## src/rtl/debounce_pkg.sv

```systemverilog
// Shared types and defaults for the button debouncer / edge detector.
package debounce_pkg;

  typedef enum logic [1:0] {
    STABLE_LO = 2'd0,
    CHK_HI    = 2'd1,
    STABLE_HI = 2'd2,
    CHK_LO    = 2'd3
  } state_t;

  localparam int STABLE_CYCLES_DEFAULT = 16;

endpackage

```

## src/rtl/debounce_edge_det_sync_2ff.sv

```systemverilog
// Two-flop synchronizer for a single asynchronous input bit.
module sync_2ff (
  input  logic clk,
  input  logic rst_n,
  input  logic d,
  output logic q
);

  logic meta;

  always_ff @(posedge clk or negedge rst_n) begin
    if (!rst_n) begin
      meta <= 1'b0;
      q    <= 1'b0;
    end else begin
      meta <= d;
      q    <= meta;
    end
  end

endmodule

```

## src/rtl/debounce_edge_det.sv

```systemverilog
// Debounces a raw button input and emits one-cycle rise/fall pulses
// when a new level has been held for STABLE_CYCLES synchronized samples.
module debounce_edge_det
  import debounce_pkg::*;
#(
  parameter int STABLE_CYCLES = STABLE_CYCLES_DEFAULT
) (
  input  logic clk,
  input  logic rst_n,
  input  logic btn_i,
  input  logic en_i,
  output logic level_o,
  output logic rise_o,
  output logic fall_o,
  output logic busy_o
);

  localparam int CW = $clog2(STABLE_CYCLES + 1);
  localparam logic [CW-1:0] LAST = CW'(STABLE_CYCLES - 1);
  localparam logic [CW-1:0] ONE  = CW'(1);

  generate
    if (STABLE_CYCLES < 2) begin : g_bad_param
      $error("debounce_edge_det: STABLE_CYCLES must be at least 2");
    end
  endgenerate

  logic          sync_q;
  state_t        state;
  logic [CW-1:0] cnt;

  sync_2ff u_sync (
    .clk   (clk),
    .rst_n (rst_n),
    .d     (btn_i),
    .q     (sync_q)
  );

  always_ff @(posedge clk or negedge rst_n) begin
    if (!rst_n) begin
      state   <= STABLE_LO;
      cnt     <= '0;
      level_o <= 1'b0;
      rise_o  <= 1'b0;
      fall_o  <= 1'b0;
      busy_o  <= 1'b0;
    end else begin
      rise_o <= 1'b0;
      fall_o <= 1'b0;
      if (!en_i) begin
        // Disabled: park in the stable state that matches the committed level.
        state  <= level_o ? STABLE_HI : STABLE_LO;
        cnt    <= '0;
        busy_o <= 1'b0;
      end else begin
        case (state)
          STABLE_LO: begin
            if (sync_q) begin
              state  <= CHK_HI;
              cnt    <= ONE;
              busy_o <= 1'b1;
            end else begin
              cnt <= '0;
            end
          end
          CHK_HI: begin
            if (!sync_q) begin
              state  <= STABLE_LO;
              cnt    <= '0;
              busy_o <= 1'b0;
            end else if (cnt == LAST) begin
              state   <= STABLE_HI;
              cnt     <= '0;
              level_o <= 1'b1;
              rise_o  <= 1'b1;
              busy_o  <= 1'b0;
            end else begin
              cnt <= cnt + ONE;
            end
          end
          STABLE_HI: begin
            if (!sync_q) begin
              state  <= CHK_LO;
              cnt    <= ONE;
              busy_o <= 1'b1;
            end else begin
              cnt <= '0;
            end
          end
          CHK_LO: begin
            if (sync_q) begin
              state  <= STABLE_HI;
              cnt    <= '0;
              busy_o <= 1'b0;
            end else if (cnt == LAST) begin
              state   <= STABLE_LO;
              cnt     <= '0;
              level_o <= 1'b0;
              fall_o  <= 1'b1;
              busy_o  <= 1'b0;
            end else begin
              cnt <= cnt + ONE;
            end
          end
          default: begin
            state  <= STABLE_LO;
            cnt    <= '0;
            busy_o <= 1'b0;
          end
        endcase
      end
    end
  end

endmodule
```

## config.mk

```make
export PLATFORM = sky130hd
export DESIGN_NAME = debounce_edge_det
export DESIGN_NICKNAME = d
export VERILOG_FILES = /design/src/rtl/debounce_pkg.sv /design/src/rtl/debounce_edge_det_sync_2ff.sv /design/src/rtl/debounce_edge_det.sv
export SDC_FILE = /design/constraint.sdc
export NUM_CORES = 1
export LEC_CHECK = 0
export ABC_AREA = 0
export BUFFER_PORTS_ARGS = -buffer_cell sky130_fd_sc_hd__buf_2
export CAP_MARGIN = 20
export CELL_PAD_IN_SITES_DETAIL_PLACEMENT = 0
export CELL_PAD_IN_SITES_GLOBAL_PLACEMENT = 2
export CORE_MARGIN = 5
export CORE_UTILIZATION = 31
export DETAILED_ROUTE_END_ITERATION = 10
export PLACE_DENSITY = 0.73
export SYNTH_ARGS = -nofsm -noshare
export SYNTH_HDL_FRONTEND = slang
export SYNTH_SLANG_ARGS = --single-unit
```

## constraint.sdc

```tcl
create_clock -name clk -period 1.25 [get_ports clk]
set_clock_uncertainty 0.1 [all_clocks]
set_input_delay 0.0625 -clock clk [delete_from_list [all_inputs] [get_ports clk]]
set_output_delay 0.0625 -clock clk [all_outputs]
set_load 0.01 [all_outputs]
```

### After elaboration in Yosys (flattened, before gate mapping)

Cells that the tools add are included.

* bits in registers: 13
* input port bits: 4
* word-level logic and storage cells: 61

* $add $sub $neg: 1
* eq/ne operators: 12
* multiplexer cells: 35
* reductions and logical operators: 5

Operators with widths (number)
* $mux W5: 4
* $pmux W5 S4: 1
* $mux W1: 19
* $mux W2: 8
* $pmux W2 S4: 1
* $ne A2 B2 Y1 const B: 3
* $reduce_and A6 Y1: 1
* $add A5 B1 Y5 const B: 1
* $eq A5 B4 Y1 const B: 1
* $eq A2 B2 Y1 const B: 2
* $ne A4 B3 Y1 const B: 1
* $ne A4 B4 Y1 const B: 1
* $pmux W1 S4: 1
* $reduce_and A4 Y1: 1
* $ne A3 B2 Y1 const B: 1
* $ne A3 B3 Y1 const B: 1
* $eq A2 B1 Y1 const B: 1
* $logic_not A2 Y1: 1
* $ne A2 B1 Y1 const B: 1
* $pmux W1 S2: 1
* $reduce_and A2 Y1: 1
* $reduce_bool A2 Y1: 1

### Logic depth before layout (Yosys ltp)

* depth in word-level cells: 5
* mapped depth: 4

### Modules after synthesis

From an unflattened synthesis, not the netlist that was laid out.

* cells, all modules: 46
* area total of the unflattened synthesis: 543.0 µm²

Modules (own cells, without submodules)
* debounce_edge_det: times used 1, cells each 44, area an instance 493.0 µm², sequential area each 275.3 µm²
* sync_2ff: times used 1, cells each 2, area an instance 50.0 µm², sequential area each 50.0 µm²

### Least setup slack after synthesis

OpenSTA, ideal clock, no wires.

* kind: reg-to-reg
* start: register cnt[0]
* end: register level_o
* library setup time: 121 ps
* data arrival time: 1101 ps
* required time: 1029 ps
* path slack: -72 ps
* stages on the path, launching flop included: 5
* period minus slack after synthesis: 1322 ps
* cell sequence: dfrtp_1 -> ha_1 -> nand4b_2 -> o21a_1 -> o22a_1

* longest elaborated chain between the ends: 3
* elaborated cells on any way between the ends: 4
* those cells by class: eq/ne (3); reduce/logical (1)

Ends and longest elaborated chain
* start, declared: line debounce_edge_det.sv:30 `logic [CW-1:0] cnt;`
* start signal, assigned: line debounce_edge_det.sv:78 `cnt <= cnt + ONE;`
* start signal, assigned: line debounce_edge_det.sv:102 `cnt <= cnt + ONE;`
* $eq A5 B4 Y1 *: line debounce_edge_det.sv:71, debounce_edge_det.sv:95
* $ne A2 B2 Y1 (no source line)
* $reduce_and A6 Y1 (no source line) *
* end signal, assigned: line debounce_edge_det.sv:43 `level_o <= 1'b0;`
* end signal, assigned: line debounce_edge_det.sv:74 `level_o <= 1'b1;`
* end signal, assigned: line debounce_edge_det.sv:98 `level_o <= 1'b0;`
* end, declared: line debounce_edge_det.sv:12 `output logic level_o,`

Mark *: on every way between the ends. The rest lies on a longest branch, timed or not.
A chain may end at the register's enable or synchronous reset.

### Worst setup path after layout

* start: register cnt[1]
* end: register cnt[0]

* longest elaborated chain between the ends: 5
* elaborated cells on any way between the ends: 6
* those cells by class: eq/ne (1); mux (5)

Ends and longest elaborated chain
* $eq A5 B4 Y1 *: line debounce_edge_det.sv:71, debounce_edge_det.sv:95
* $mux W5 *: line debounce_edge_det.sv:71, debounce_edge_det.sv:95
* $mux W5, on equally long branches: line debounce_edge_det.sv:91, debounce_edge_det.sv:67
* $pmux W5 S4 *: line debounce_edge_det.sv:56 `case (state)`
* $mux W5 *: line debounce_edge_det.sv:50 `if (!en_i) begin`

Marked as above.

==> impl_results.md <==
- Final Max Tran Viols: 0
- Placed insts: 85
- Initial Utilization: 32.4%
- Final hold violations: 0
- H-Tree Depth: 1
- Clock latency on the worst-skew pair: 0.27 ns
- GPL Wtd Cong: 0.728
- Failing checks: negative setup slack
- Residual DRC: 0
- Hold slack: 0.0944 ns
- Maximum number of pins on one net before global-route repair: 14
- Global route overflow: 0
- Wirelength, routed: 1020 µm
- Reg clk slew, reported paths: 0.08 ns
- R2r startpoint: cnt[1]
- CTS Buf Count: 3
- CTS Root Cell: clkbuf_4
- Worst Max-Slew Pin Slew: 0.281 ns
- Via count: 402
- Worst EP arrival: 1.36 ns
- Antenna fix cells: 0
- Die height: 52.5 µm
- Synthesized area per cell: roughly 12 µm²
- Synth Warn #: 0
- RSZ-0062 raised after global routing: true
- Fillers: about 180
- PortBufs: 7
- Fmax: 797 MHz
- FP Rows: 15
- Area Overhead vs Synth: 35.3%
- Die Area: 2750 µm²
- Leak pwr: around 0.38 nW
- Sequential element share of the synthesized area: 58.2%
- Worst path required time: 1.35 ns
- Worst Slack Setup Final: -0.00532 ns
- Post-DP HPWL: about 760 µm
- Antenna violations before repair: 0
- Global-route usage over all layers: 9.71%
- Fin crit period: roughly 1.3 ns
- Syn Nets: 53
- Synth Instances: 48
- Critical path class: flip-flop to flip-flop
- CP Launch Type: flip-flop
- Layout Nets: 74
- Max_slew headroom: 81.3%
- Die X: approximately 52 µm
- CTS Sinks: 13
- Mapped Area: 559 µm²
- Share of layout cells above drive strength 1: 36.8%
- Vias in the first global route: around 420
- Worst Hold Class: input port to async pin
- DR pass1 iterations: 2
- Final antenna-violating net count: 0
- Layout Cells excl Fill: 93
- Crit. End Element: flip-flop
- Drt initial violations: 9
- Via-per-instance ratio: 4.32
- Max-Cap Viols: 0
- Peak supply drop: 764 µV
- Distinct cells, synth: 22
- CTS Buffer Depth: 2
- Design Power: between 700 and 800 µW
- Area of the core: 1730 µm²
- Fin crit share: 100%
- Wire length per cell: between 10 and 15 µm
- Worst Path Max Fanout: 4
- Top Ports: 8
- Setup TNS Final: -0.0106 ns
- PD cells: 1030 nW/µm²
- Post-synthesis register bit count: 13
- Crit. Startpoint: cnt[1]
- CTS tree: built
- Setup violations, final: 2
- Status: finished, violations left
- Global-route wire length before repair: 1900 µm
## placed cells by master, fill, tap and decap left out, types with 2 or more instances in the layout
cell type / netlist / layout
buf_2: 1 / 7
buf_4: 0 / 6
clkbuf_4: 0 / 3
dfrtp_1: 13 / 13
dlygate4sd3_1: 0 / 3
nand2_1: 3 / 3
nand3_1: 6 / 6
nor2_1: 5 / 5
nor3_2: 2 / 2
o21a_1: 2 / 2
o21ai_0: 2 / 2
## layout make-up
type | instances | area (µm²) | share of cell area (%)
flip-flops and latches | 13 | 325 | 43.0
multi-input cells | 33 | 248 | 32.7
repair buffers | 17 | 121 | 16.0
well taps | 25 | 31.3 | 4.13
clock buffers | 3 | 22.5 | 2.98
clock inverters | 1 | 5.00 | 0.661
inverters | 1 | 3.75 | 0.496
## report_power, final
group,switching [mW],total (mW),internal [mW]
logic,0.0417,0.0796,0.0378
registers,0.0151,0.451,0.436
clock network,0.134,0.253,0.119
## stage by stage
step	utilization (%)	worst slack (ns)	cell area, µm²
detailed placement	39.8	-0.0345	687
floorplan	-	0.0165	581
CTS	43.1	-0.0164	744
global route	43.8	-0.0885	757
global placement	39.8	-0.0115	687
finish	43.8	-0.00532	757
## critical path, stage by stage, from the launching register on
cell	delay [ns]
dfrtp_1	0.41
ha_4	0.19
and4b_2	0.24
o21a_1	0.17
nor2_1	0.08
## timing repair
item,4_1_cts,5_1_grt
gates resized for setup,0,2
hold buffers,3,0
hold endpoints to repair,16,0
setup buffers,0,1
pin swaps,3,1
endpoints found under the setup margin,3,5
## per-layer routing
metal / track usage, % / wire length, µm / share of wire, % / vias to the layer above
met5: 0 / 0 / 0 / -
met4: 3.83 / 16 / 1.6 / 0
met3: 5.13 / 75 / 7.3 / 2
met2: 12.6 / 449 / 44 / 9
met1: 13.2 / 482 / 47 / 180
li1: - / - / - / 211
## kinds of logic after synthesis
family,synth area share (%)
simple gates,22.6
flops,58.2
compound gates,9.40
xor+xnor,6.04
buf+inv,1.56
fa+ha+maj,2.24
## cell usage after synthesis
master,count,area [µm²]
dfrtp_1,13,325
nand3_1,6,30.0
nor2_1,5,18.8
nand2_1,3,11.3
nor3_2,2,20.0
o21a_1,2,15.0
o21ai_0,2,10.0
a21boi_1,1,7.51
a21oi_1,1,5.00
a31oi_1,1,6.26
and2_1,1,6.26
and4b_1,1,10.0
buf_2,1,5.00
ha_1,1,12.5
inv_1,1,3.75
nand3_2,1,10.0
nand4b_2,1,15.0
nor3_1,1,5.00
o22a_1,1,8.76
xnor2_1,1,8.76
xor2_1,1,8.76
xor2_2,1,16.3
## registers in the layout, summed over array words and instances (netlist names), named ones only
signal,flops
u_sync.meta,1
u_sync.q,1
state,1
rise_o,1
level_o,1
cnt,5
busy_o,1
fall_o,1
## path summary, 6_finish.rpt
path / endpoint / slack (ns) / cells past startpoint
min in group clk: u_sync.q / 0.26 / 0
hold reg to reg: u_sync.q / 0.26 / 0
hold / removal: cnt[2] / 0.09 / 2
setup reg to reg: cnt[0] / -0.005 / 4
max in group asynchronous: state[0] / 0.74 / 2
setup / recovery: cnt[0] / -0.005 / 4
No activity file was read; power rests on OpenSTA's default activity.
